==> src/rtl/r_seq_ctrl_pkg.sv <==
// Shared definitions for the R-type sequencer: FSM state encoding, the
// R-type opcode, func codes, ALU opcode encodings and trap cause codes.
package r_seq_ctrl_pkg;

    typedef enum logic [2:0] {
        ST_IDLE,
        ST_FETCH,
        ST_DECODE,
        ST_READ,
        ST_EXEC,
        ST_WB,
        ST_NEXT,
        ST_TRAP
    } state_e;

    localparam logic [5:0] OP_RTYPE = 6'b000000;

    localparam logic [5:0] FN_ADD  = 6'b100000;
    localparam logic [5:0] FN_SUB  = 6'b100010;
    localparam logic [5:0] FN_AND  = 6'b100100;
    localparam logic [5:0] FN_OR   = 6'b100101;
    localparam logic [5:0] FN_XOR  = 6'b100110;
    localparam logic [5:0] FN_NOR  = 6'b100111;
    localparam logic [5:0] FN_SLTU = 6'b101011;
    localparam logic [5:0] FN_SLLV = 6'b000100;

    localparam logic [2:0] ALU_AND  = 3'b000;
    localparam logic [2:0] ALU_OR   = 3'b001;
    localparam logic [2:0] ALU_XOR  = 3'b010;
    localparam logic [2:0] ALU_NOR  = 3'b011;
    localparam logic [2:0] ALU_ADD  = 3'b100;
    localparam logic [2:0] ALU_SUB  = 3'b101;
    localparam logic [2:0] ALU_SLTU = 3'b110;
    localparam logic [2:0] ALU_SLLV = 3'b111;

    localparam logic [1:0] CAUSE_NONE    = 2'b00;
    localparam logic [1:0] CAUSE_ILLEGAL = 2'b01;
    localparam logic [1:0] CAUSE_FTMO    = 2'b10;

endpackage

==> src/rtl/r_seq_ctrl_if.sv <==
// Instruction-memory fetch bus.
//   imem_req   : fetch request, held until imem_valid is seen
//   imem_addr  : fetch address
//   imem_valid : one-cycle pulse, imem_data is valid
//   imem_data  : 32-bit instruction word
// master = sequencer side, slave = instruction memory side.
interface r_seq_ctrl_if #(
    parameter int PC_W = 32
);
    logic            imem_req;
    logic [PC_W-1:0] imem_addr;
    logic            imem_valid;
    logic [31:0]     imem_data;

    modport master (output imem_req, imem_addr, input  imem_valid, imem_data);
    modport slave  (input  imem_req, imem_addr, output imem_valid, imem_data);
endinterface

==> src/rtl/r_seq_ctrl_func_dec.sv <==
// Combinational R-type decoder: {OP, func} -> {alu_op, legal, nop}.
//   op_i, func_i : instruction fields [31:26] and [5:0]
//   alu_op_o     : ALU opcode (000 when not legal)
//   legal_o      : OP is R-type and func is one of the supported codes
//   nop_o        : OP and func both zero; the caller must still confirm
//                  the remaining instruction bits are zero for a true NOP
module r_func_dec
    import r_seq_ctrl_pkg::*;
(
    input  logic [5:0] op_i,
    input  logic [5:0] func_i,
    output logic [2:0] alu_op_o,
    output logic       legal_o,
    output logic       nop_o
);

    always_comb begin
        alu_op_o = ALU_AND;
        legal_o  = 1'b0;
        nop_o    = (op_i == OP_RTYPE) && (func_i == 6'b000000);
        if (op_i == OP_RTYPE) begin
            legal_o = 1'b1;
            case (func_i)
                FN_ADD:  alu_op_o = ALU_ADD;
                FN_SUB:  alu_op_o = ALU_SUB;
                FN_AND:  alu_op_o = ALU_AND;
                FN_OR:   alu_op_o = ALU_OR;
                FN_XOR:  alu_op_o = ALU_XOR;
                FN_NOR:  alu_op_o = ALU_NOR;
                FN_SLTU: alu_op_o = ALU_SLTU;
                FN_SLLV: alu_op_o = ALU_SLLV;
                default: legal_o  = 1'b0;
            endcase
        end
    end

endmodule

==> src/rtl/r_seq_ctrl.sv <==
// Multi-cycle sequencer for the R-type datapath (register file + ALU).
// Fetches over the imem bus, decodes, steps READ/EXEC/WB and advances PC.
// Traps on illegal instructions and on fetch timeout.
// Ports:
//   clk, rst_n      : clock, async active-low reset
//   run_i           : level, keep executing; 0 stops at instruction boundary
//   trap_clr_i      : pulse, leave TRAP
//   imem            : fetch bus (master modport)
//   rf_ra1/ra2/wa_o : rs / rt / rd register addresses
//   op_ld_o         : pulse in READ, datapath latches operands
//   alu_op_o        : ALU opcode
//   res_ld_o        : pulse in EXEC, datapath latches ALU result
//   rf_we_o         : pulse in WB when rd != 0
//   pc_o            : current PC
//   busy_o, trap_o  : status
//   trap_cause_o    : 00 none, 01 illegal, 10 fetch timeout
//   retired_o       : completed-instruction count (wraps)
module r_seq_ctrl
    import r_seq_ctrl_pkg::*;
#(
    parameter int              PC_W      = 32,
    parameter logic [PC_W-1:0] RESET_PC  = '0,
    parameter int              FETCH_TMO = 15
) (
    input  logic              clk,
    input  logic              rst_n,
    input  logic              run_i,
    input  logic              trap_clr_i,
    r_seq_ctrl_if.master      imem,
    output logic [4:0]        rf_ra1_o,
    output logic [4:0]        rf_ra2_o,
    output logic [4:0]        rf_wa_o,
    output logic              op_ld_o,
    output logic [2:0]        alu_op_o,
    output logic              res_ld_o,
    output logic              rf_we_o,
    output logic [PC_W-1:0]   pc_o,
    output logic              busy_o,
    output logic              trap_o,
    output logic [1:0]        trap_cause_o,
    output logic [15:0]       retired_o
);

    localparam int              TMO_W   = (FETCH_TMO < 1) ? 1 : $clog2(FETCH_TMO + 1);
    localparam logic [TMO_W-1:0] TMO_MAX = TMO_W'(FETCH_TMO);

    state_e            state_q;
    logic [31:0]       ir_q;
    logic [TMO_W-1:0]  tmo_q;
    logic [PC_W-1:0]   pc_q;
    logic [15:0]       ret_q;
    logic              req_q;
    logic              op_ld_q, res_ld_q, rf_we_q;
    logic [4:0]        ra1_q, ra2_q, wa_q;
    logic [2:0]        alu_q;
    logic [1:0]        cause_q;

    logic [PC_W-1:0]   pc_d;
    logic [2:0]        dec_alu;
    logic              dec_legal, dec_nop, is_nop;

    r_func_dec u_dec (
        .op_i     (ir_q[31:26]),
        .func_i   (ir_q[5:0]),
        .alu_op_o (dec_alu),
        .legal_o  (dec_legal),
        .nop_o    (dec_nop)
    );

    // Only the all-zero word is a NOP; op/func zero with other bits set is illegal.
    assign is_nop = dec_nop && (ir_q[25:6] == '0);
    assign pc_d   = pc_q + PC_W'(4);

    always_ff @(posedge clk or negedge rst_n) begin
        if (!rst_n) begin
            state_q  <= ST_IDLE;
            ir_q     <= '0;
            tmo_q    <= '0;
            pc_q     <= RESET_PC;
            ret_q    <= '0;
            req_q    <= 1'b0;
            op_ld_q  <= 1'b0;
            res_ld_q <= 1'b0;
            rf_we_q  <= 1'b0;
            ra1_q    <= '0;
            ra2_q    <= '0;
            wa_q     <= '0;
            alu_q    <= ALU_AND;
            cause_q  <= CAUSE_NONE;
        end else begin
            // Pulse outputs are set on entry to their state and drop after one cycle.
            op_ld_q  <= 1'b0;
            res_ld_q <= 1'b0;
            rf_we_q  <= 1'b0;
            case (state_q)
                ST_IDLE: begin
                    if (run_i) begin
                        state_q <= ST_FETCH;
                        req_q   <= 1'b1;
                        tmo_q   <= '0;
                    end
                end
                ST_FETCH: begin
                    if (imem.imem_valid) begin
                        ir_q    <= imem.imem_data;
                        req_q   <= 1'b0;
                        state_q <= ST_DECODE;
                    end else if (tmo_q == TMO_MAX) begin
                        req_q   <= 1'b0;
                        cause_q <= CAUSE_FTMO;
                        state_q <= ST_TRAP;
                    end else begin
                        tmo_q <= tmo_q + TMO_W'(1);
                    end
                end
                ST_DECODE: begin
                    if (is_nop) begin
                        state_q <= ST_NEXT;
                    end else if (!dec_legal) begin
                        cause_q <= CAUSE_ILLEGAL;
                        state_q <= ST_TRAP;
                    end else begin
                        // Register-file addresses and opcode stay put READ..WB.
                        ra1_q   <= ir_q[25:21];
                        ra2_q   <= ir_q[20:16];
                        wa_q    <= ir_q[15:11];
                        alu_q   <= dec_alu;
                        op_ld_q <= 1'b1;
                        state_q <= ST_READ;
                    end
                end
                ST_READ: begin
                    res_ld_q <= 1'b1;
                    state_q  <= ST_EXEC;
                end
                ST_EXEC: begin
                    rf_we_q <= (wa_q != 5'd0);
                    state_q <= ST_WB;
                end
                // WB also closes the instruction (PC advance, retire, run check)
                // so an ALU instruction is FETCH/DECODE/READ/EXEC/WB = 5 cycles;
                // NEXT does the same for a NOP straight out of DECODE.
                ST_WB, ST_NEXT: begin
                    pc_q  <= pc_d;
                    ret_q <= ret_q + 16'd1;
                    if (run_i) begin
                        state_q <= ST_FETCH;
                        req_q   <= 1'b1;
                        tmo_q   <= '0;
                    end else begin
                        state_q <= ST_IDLE;
                    end
                end
                ST_TRAP: begin
                    if (trap_clr_i) begin
                        cause_q <= CAUSE_NONE;
                        state_q <= ST_IDLE;
                    end
                end
                default: state_q <= ST_IDLE;
            endcase
        end
    end

    assign imem.imem_req  = req_q;
    assign imem.imem_addr = pc_q;
    assign rf_ra1_o       = ra1_q;
    assign rf_ra2_o       = ra2_q;
    assign rf_wa_o        = wa_q;
    assign alu_op_o       = alu_q;
    assign op_ld_o        = op_ld_q;
    assign res_ld_o       = res_ld_q;
    assign rf_we_o        = rf_we_q;
    assign pc_o           = pc_q;
    assign retired_o      = ret_q;
    assign trap_cause_o   = cause_q;
    assign busy_o         = !(state_q inside {ST_IDLE, ST_TRAP});
    assign trap_o         = (state_q == ST_TRAP);

endmodule
==> src/flat_wrapper.sv <==
// flat-port wrapper written by rule: the top's interface ports become plain ports
module r_seq_ctrl_flat import r_seq_ctrl_pkg::*;
#(
    parameter int              PC_W      = 32,
    parameter logic [PC_W-1:0] RESET_PC  = '0,
    parameter int              FETCH_TMO = 15
)
  (clk, rst_n, run_i, trap_clr_i, rf_ra1_o, rf_ra2_o, rf_wa_o, op_ld_o, alu_op_o, res_ld_o, rf_we_o, pc_o, busy_o, trap_o, trap_cause_o, retired_o, imem_imem_req, imem_imem_addr, imem_imem_valid, imem_imem_data);
  r_seq_ctrl_if #(.PC_W(PC_W)) imem_i ();
  input  logic clk;
  input  logic rst_n;
  input  logic run_i;
  input  logic trap_clr_i;
  output logic [4:0] rf_ra1_o;
  output logic [4:0] rf_ra2_o;
  output logic [4:0] rf_wa_o;
  output logic op_ld_o;
  output logic [2:0] alu_op_o;
  output logic res_ld_o;
  output logic rf_we_o;
  output logic [PC_W-1:0] pc_o;
  output logic busy_o;
  output logic trap_o;
  output logic [1:0] trap_cause_o;
  output logic [15:0] retired_o;
  output wire logic [$bits(imem_i.imem_req)-1:0] imem_imem_req;
  output wire logic [$bits(imem_i.imem_addr)-1:0] imem_imem_addr;
  input wire logic [$bits(imem_i.imem_valid)-1:0] imem_imem_valid;
  input wire logic [$bits(imem_i.imem_data)-1:0] imem_imem_data;
  assign imem_imem_req = imem_i.imem_req;
  assign imem_imem_addr = imem_i.imem_addr;
  assign imem_i.imem_valid = imem_imem_valid;
  assign imem_i.imem_data = imem_imem_data;
  r_seq_ctrl #(.PC_W(PC_W), .RESET_PC(RESET_PC), .FETCH_TMO(FETCH_TMO)) u_core (.clk(clk), .rst_n(rst_n), .run_i(run_i), .trap_clr_i(trap_clr_i), .imem(imem_i), .rf_ra1_o(rf_ra1_o), .rf_ra2_o(rf_ra2_o), .rf_wa_o(rf_wa_o), .op_ld_o(op_ld_o), .alu_op_o(alu_op_o), .res_ld_o(res_ld_o), .rf_we_o(rf_we_o), .pc_o(pc_o), .busy_o(busy_o), .trap_o(trap_o), .trap_cause_o(trap_cause_o), .retired_o(retired_o));
endmodule
==> config.mk <==
export PLATFORM = sky130hd
export DESIGN_NAME = r_seq_ctrl_flat
export DESIGN_NICKNAME = d
export VERILOG_FILES = /design/src/rtl/r_seq_ctrl_pkg.sv /design/src/rtl/r_seq_ctrl_if.sv /design/src/rtl/r_seq_ctrl_func_dec.sv /design/src/rtl/r_seq_ctrl.sv /design/src/flat_wrapper.sv
export SDC_FILE = /design/constraint.sdc
export NUM_CORES = 1
export LEC_CHECK = 0
export ABC_AREA = 0
export BUFFER_PORTS_ARGS = -buffer_cell sky130_fd_sc_hd__buf_2
export CAP_MARGIN = 10
export CORE_MARGIN = 4
export CORE_UTILIZATION = 30
export CTS_BUF_LIST = sky130_fd_sc_hd__clkbuf_4 sky130_fd_sc_hd__clkbuf_8 sky130_fd_sc_hd__clkbuf_16
export DETAILED_ROUTE_END_ITERATION = 12
export MAX_ROUTING_LAYER = met4
export PLACE_DENSITY_LB_ADDON = 0.1
export SYNTH_ARGS = -nofsm -noshare
export SYNTH_HDL_FRONTEND = slang
export SYNTH_SLANG_ARGS = --single-unit
==> constraint.sdc <==
create_clock -name clk -period 2.99 [get_ports clk]
set_input_delay 0 -clock clk [delete_from_list [all_inputs] [get_ports clk]]
set_output_delay 0 -clock clk [all_outputs]
set_load 0.03 [all_outputs]
=== After elaboration in Yosys (flattened, before gate mapping) ===
Index checks and enable logic that the tools add are counted.

* Add/subtract/negate cells: 3
* Eq/ne operators: 25
* Multiplexer cells: 31
* Bitwise operators: 1
* Reductions and logical operators: 20

{| class="wikitable"
|+ Operators by type and width
! operator !! count
|-
| == test 6 bit (second input constant) || 7
|-
| one-hot mux 3 bit (7 select lines) || 2
|-
| adder 32 x 3 -> 32 bit (second input constant) || 1
|-
| 2-to-1 mux 3 bit || 7
|-
| logical NOT 20 bit || 1
|-
| adder 16 x 1 -> 16 bit (second input constant) || 1
|-
| == test 3 bit (second input constant) || 4
|-
| logical NOT 6 bit || 2
|-
| 2-to-1 mux 4 bit || 3
|-
| != test 2 bit (second input constant) || 6
|-
| 2-to-1 mux 1 bit || 11
|-
| 2-to-1 mux 2 bit || 5
|-
| AND reduction 3 bit || 3
|-
| one-hot mux 4 bit (2 select lines) || 1
|-
| OR reduction 8 bit || 1
|-
| == test 3 x 2 -> 1 bit (second input constant) || 2
|-
| == test 6 x 3 -> 1 bit (second input constant) || 1
|-
| one-hot mux 2 bit (3 select lines) || 1
|-
| AND reduction 6 bit || 1
|-
| nonzero test 5 bit || 1
|-
| adder 4 x 1 -> 4 bit (second input constant) || 1
|-
| == test 4 bit (second input constant) || 1
|-
| != test 2 x 1 -> 1 bit (second input constant) || 2
|-
| AND reduction 4 bit || 1
|-
| 12 further kinds || 14
|}

* Register bits: 111
* Input bits: 37
* Output and inout port bits: 106
* Logic and storage cells: 94

=== Logic depth before layout (Yosys ltp) ===
* Depth in word-level cells: 7
* Mapped depth: 8
* Mapped depth without buffers: 6

=== Cells and area by module ===
A second synthesis with hierarchy kept.

* Cell total of the unflattened synthesis: 425
* Area total of the unflattened synthesis: 5,062.4 µm²

{| class="wikitable"
|+ By module, submodules not included
! module !! instances !! cells each !! area an instance (µm²) !! seq. area each (µm²)
|-
| r_seq_ctrl || 1 || 403 || 4,916.0 || 2,727.6
|-
| r_func_dec || 1 || 22 || 146.4 || 0.0
|}

=== Worst setup path before layout ===
Ideal clock, no wire load.

* Kind: flip-flop to flip-flop
* Start point: register u_core.pc_q[2] (netlist: u_core.imem.imem_addr[2])
* End point: register u_core.pc_q[24] (netlist: u_core.imem.imem_addr[24])
* Setup time: 134 ps
* Data arrival time: 1,828 ps
* Data required time: 2,856 ps
* Path slack: 1,028 ps
* Stages on the path, launching flop included: 8
* Path buffers: 1
* Clock period less this slack: 1,962 ps
* Path through: dfrtp_1 ha_1 nand3_1 nor4_2 and4_1 buf_2 nand3_1 xnor2_1

* Word-level cells in the longest chain between the ends: 1

{| class="wikitable"
|+ Ends and longest elaborated chain
! element !! line !! text
|-
| start: declaration || r_seq_ctrl.sv:50 || <nowiki>logic [PC_W-1:0] pc_q;</nowiki>
|-
| start signal: assignment || r_seq_ctrl.sv:144 || <nowiki>pc_q <= pc_d;</nowiki>
|-
| adder 32 x 3 -> 32 bit || r_seq_ctrl.sv:72 || <nowiki>assign pc_d = pc_q + PC_W'(4);</nowiki>
|}

Every way passes these cells.
A chain may end at the register's enable or synchronous reset.

=== Worst setup path in the final report ===
* Start point: register u_core.state_q[2]
* End point: register u_core.ir_q[9]

* Word-level cells in the longest chain between the ends: 2

{| class="wikitable"
|+ Ends and longest elaborated chain
! element !! line !! text
|-
| start: declaration || r_seq_ctrl.sv:47 || <nowiki>state_e state_q;</nowiki>
|-
| start signal: assignment || r_seq_ctrl.sv:76 || <nowiki>state_q <= ST_IDLE;</nowiki>
|-
| start signal: assignment || r_seq_ctrl.sv:98 || <nowiki>state_q <= ST_FETCH;</nowiki>
|-
| start signal: assignment || r_seq_ctrl.sv:107 || <nowiki>state_q <= ST_DECODE;</nowiki>
|-
| == test 3 x 1 -> 1 bit || r_seq_ctrl.sv:95 || <nowiki>case (state_q)</nowiki>
|-
| AND reduction 2 bit (no source line) || n/a ||
|-
| end signal: assignment || r_seq_ctrl.sv:105 || <nowiki>ir_q <= imem.imem_data;</nowiki>
|-
| end: declaration || r_seq_ctrl.sv:48 || <nowiki>logic [31:0] ir_q;</nowiki>
|}

Every way passes these cells.

==> summary.md <==
| Metric | Value |
|---|---|
| Number of synthesized flops with an enable pin | `0` |
| P_sw | `1.83 mW` |
| Port Buffers | `138` |
| Sequential power share | `45.5%` |
| CTS Hold Bufs | `35` |
| Share of the synthesized area in the top cell type | `54.2%` |
| Total core area | `16,500 um2` |
| Fin crit period | `2180 ps` |
| Tot GR Track Use | `13.0%` |
| Fillcell total | `1,647` |
| CTS root buf | `clkbuf_16` |
| Initial core utilization | `30.4%` |
| Setup_tns | `0 ps` |
| Crit-path max FO | `33` |
| HPWL after DPL | `8210 um` |
| Sequential share of the synthesized area | `54.2%` |
| Pint | `3.08 mW` |
| Row Count | `47` |
| P_leak | `3.19 nW` |
| Die Footprint | `18,900 um2` |
| Max Slew Vio Count | `0` |
| WHS | `70.0 ps` |
| Worst Hold Class | `input port to register` |
| Layout Utilization | `38.4%` |
| Cell Pwr Density | `772 nW/um2` |
| Synth Instances | `421` |
| Layout Nets | `603` |
| Post-CTS Setup Inserts | `0` |
| Die Y-Extent | `137 um` |
| # IOs | `143` |
| Combinational share of power | `30.1%` |
| Area Overhead vs Synth | `26.3%` |
| Design Area, Final | `6350 um2` |
| Unique masters post-synth | `49` |
| Crit path DAT | `2420 ps` |
| Syn avg cell area | `11.9 um2` |
| Gr ovfl total | `0` |
| Via density | `4.51` |
| Worst-case clock buffer depth | `2` |
| Req. time, crit path | `3230 ps` |
| PostCTS Resize Cnt | `0` |
| CTS Buf Count | `9` |
| CTS tree | `done` |
| Final WL | `11,500 um` |
| Outcome | `finished, final reports clean` |
| RSZ-0062 raised after global routing | `no` |
| Antenna violations before repair | `0` |
| Commonest non-fill, non-tap cell in the layout | `buf_2` |
| Max_cap viols | `0` |
| 1st-iter DRT viols | `95` |
| #FFs+latches synth | `109` |
| # diodes | `0` |
| Highest-count cells in the layout ignoring fill and taps | `buf_2, dfrtp_1, mux2_2, dlygate4sd3_1, xnor2_1` |
| Crit end category | `register` |
| Post-DP Area | `5710 um2` |
| Warnings from Yosys | `0` |
| Residual DRC | `0` |
| Rel. slew slack | `47.5%` |
| Share of layout cells above drive strength 1 | `37.7%` |
| Area leader, netlist | `dfrtp_1` |
| First-pass GRT wire length | `18,800 um` |
| Final setup viols | `0` |
| Routed len/inst | `14.6 um` |
| Clock H-tree levels | `3` |
| Clock-pin slew on the worst setup and hold paths | `80 ps` |
| Post-route ant nets | `0` |
| Async set or reset register ratio after synthesis | `100%` |
| Element type at the critical path start | `register` |
| Switching share of power | `37.2%` |
| Dpl cells | `737` |
| Vias in the first global route | `3,656` |
| Syn Std Cell Area | `5030 um2` |
| CTS sink cnt | `109` |
| Clk_lat worst skew | `360 ps` |
| Max frequency | `460 MHz` |
| Worst vdd ir | `307 uV` |
| Clock network fraction of total power | `24.4%` |
| Slew @ Worst Pin | `787 ps` |
| First drt pass iteration count | `4` |
| Critical setup path kind | `register to register` |
| Die W | `137 um` |
| Top FF cell, synth | `dfrtp_1` |
| Top cells by area, synth | `dfrtp_1, mux2_2, buf_4` |
| Sequential Area | `2730 um2` |
| Final Cycle Share | `72.8%` |
| Largest net degree at the start of global routing | `60` |
| Final non-filler cell total | `788` |
| Final hold violations | `0` |
| RD Place Congestion | `0.744` |
| Worst Clk Skew | `11.3 ps` |
| Multi-input combinational cell area | `1940 um2` |
| Vias | `3,550` |
per-layer routing:
| metal | vias up | share of wire (%) | track usage [%] | wire length, um |
|---|---|---|---|---|
| li1 | 1733 | - | - | - |
| met1 | 1691 | 46 | 16.9 | 5310 |
| met2 | 110 | 45 | 19.7 | 5200 |
| met3 | 16 | 6.4 | 2.67 | 729 |
| met4 | 0 | 2.0 | 5.60 | 231 |
| met5 | - | 0 | - | 0 |
flip-flops by register name (all words and copies together), names as in the netlist, 2 cells and up:
signal,count
u_core.alu_op_o,3
u_core.imem.imem_addr,30
u_core.ir_q,32
u_core.retired_o,16
u_core.rf_ra1_o,5
u_core.rf_ra2_o,5
u_core.rf_wa_o,5
u_core.state_q,3
u_core.tmo_q,4
u_core.trap_cause_o,2
Yosys cell counts (2+ instances only):
cell type  count
o211ai_1       2
inv_1          8
ha_1           3
a21oi_1        7
and4_1         8
buf_4         41
o21ai_0       10
nor2_1        14
nand2_1       31
a32oi_1        2
dfrtp_1      109
xor2_1        13
xnor2_1       32
nand3_1       19
buf_2          3
a2111oi_0      2
clkbuf_1       3
nor3_1         9
nor4_1         5
nand4_1       13
mux2_1         2
mux2i_1        2
and2_1         3
mux2_2        47
and3_1         9
power groups by stage:
stage                     Sequential [mW]  Clock, mW  Combinational (mW)
final                                2.23       1.20                1.48
after global routing                 2.31       1.29                1.63
after CTS                            2.24       1.24                1.50
after detailed placement             2.27          0                1.46
after global placement               2.25          0                1.44
after floorplan                      2.31          0                1.04
path summary, 6_finish.rpt:
| path | start | to | slack [ps] | cells after the start |
|---|---|---|---|---|
| min reg2reg | u_core.retired_o[15] | u_core.retired_o[15] | 470 | 1 |
| max in group asynchronous | rst_n | u_core.retired_o[5] | 1960 | 3 |
| min in group asynchronous | rst_n | u_core.imem.imem_addr[5] | 280 | 2 |
| max reg2reg | u_core.state_q[2] | u_core.ir_q[9] | 810 | 4 |
| min | imem_imem_valid | u_core.tmo_q[1] | 70 | 4 |
| max | u_core.state_q[2] | u_core.ir_q[9] | 810 | 4 |
logic make-up (layout without fill, tap and decap cells):
logic type                 after synthesis  in the layout  share of synthesized area, %
adders and majority gates                3              3                         0.746
muxes                                   51             51                          11.4
and+or+nand+nor                        124            124                          14.1
other                                    1              4                        0.0746
AOI/OAI and AO/OA                       30             30                          3.83
buffers and inverters                   57            201                          7.54
xor gates and xnor gates                46             46                          8.16
DFF                                    109            109                          54.2
worst max-delay path, stage by stage, from the launching register on:
cell and delay (ps):
dfrtp_1 570, or3b_1 590, nor2_4 110, buf_4 380
mux2_2 390
cell type report:
cell class                 count  area share (%)
multi-input combinational    258            30.6
inverter                       8           0.473
clock inverter                 6           0.827
sequential                   109            42.9
timing repair buffer         177            17.1
tap                          220            4.33
clock buffer                  10            3.76
through the flow:
stage | worst slack (ps) | total power, mW
floorplan | 1030 | 3.35
CTS | 754 | 4.99
global route | 552 | 5.24
finish | 814 | 4.90
detailed placement | 784 | 3.74
global placement | 780 | 3.69
Power figures use the tool's default switching activity.
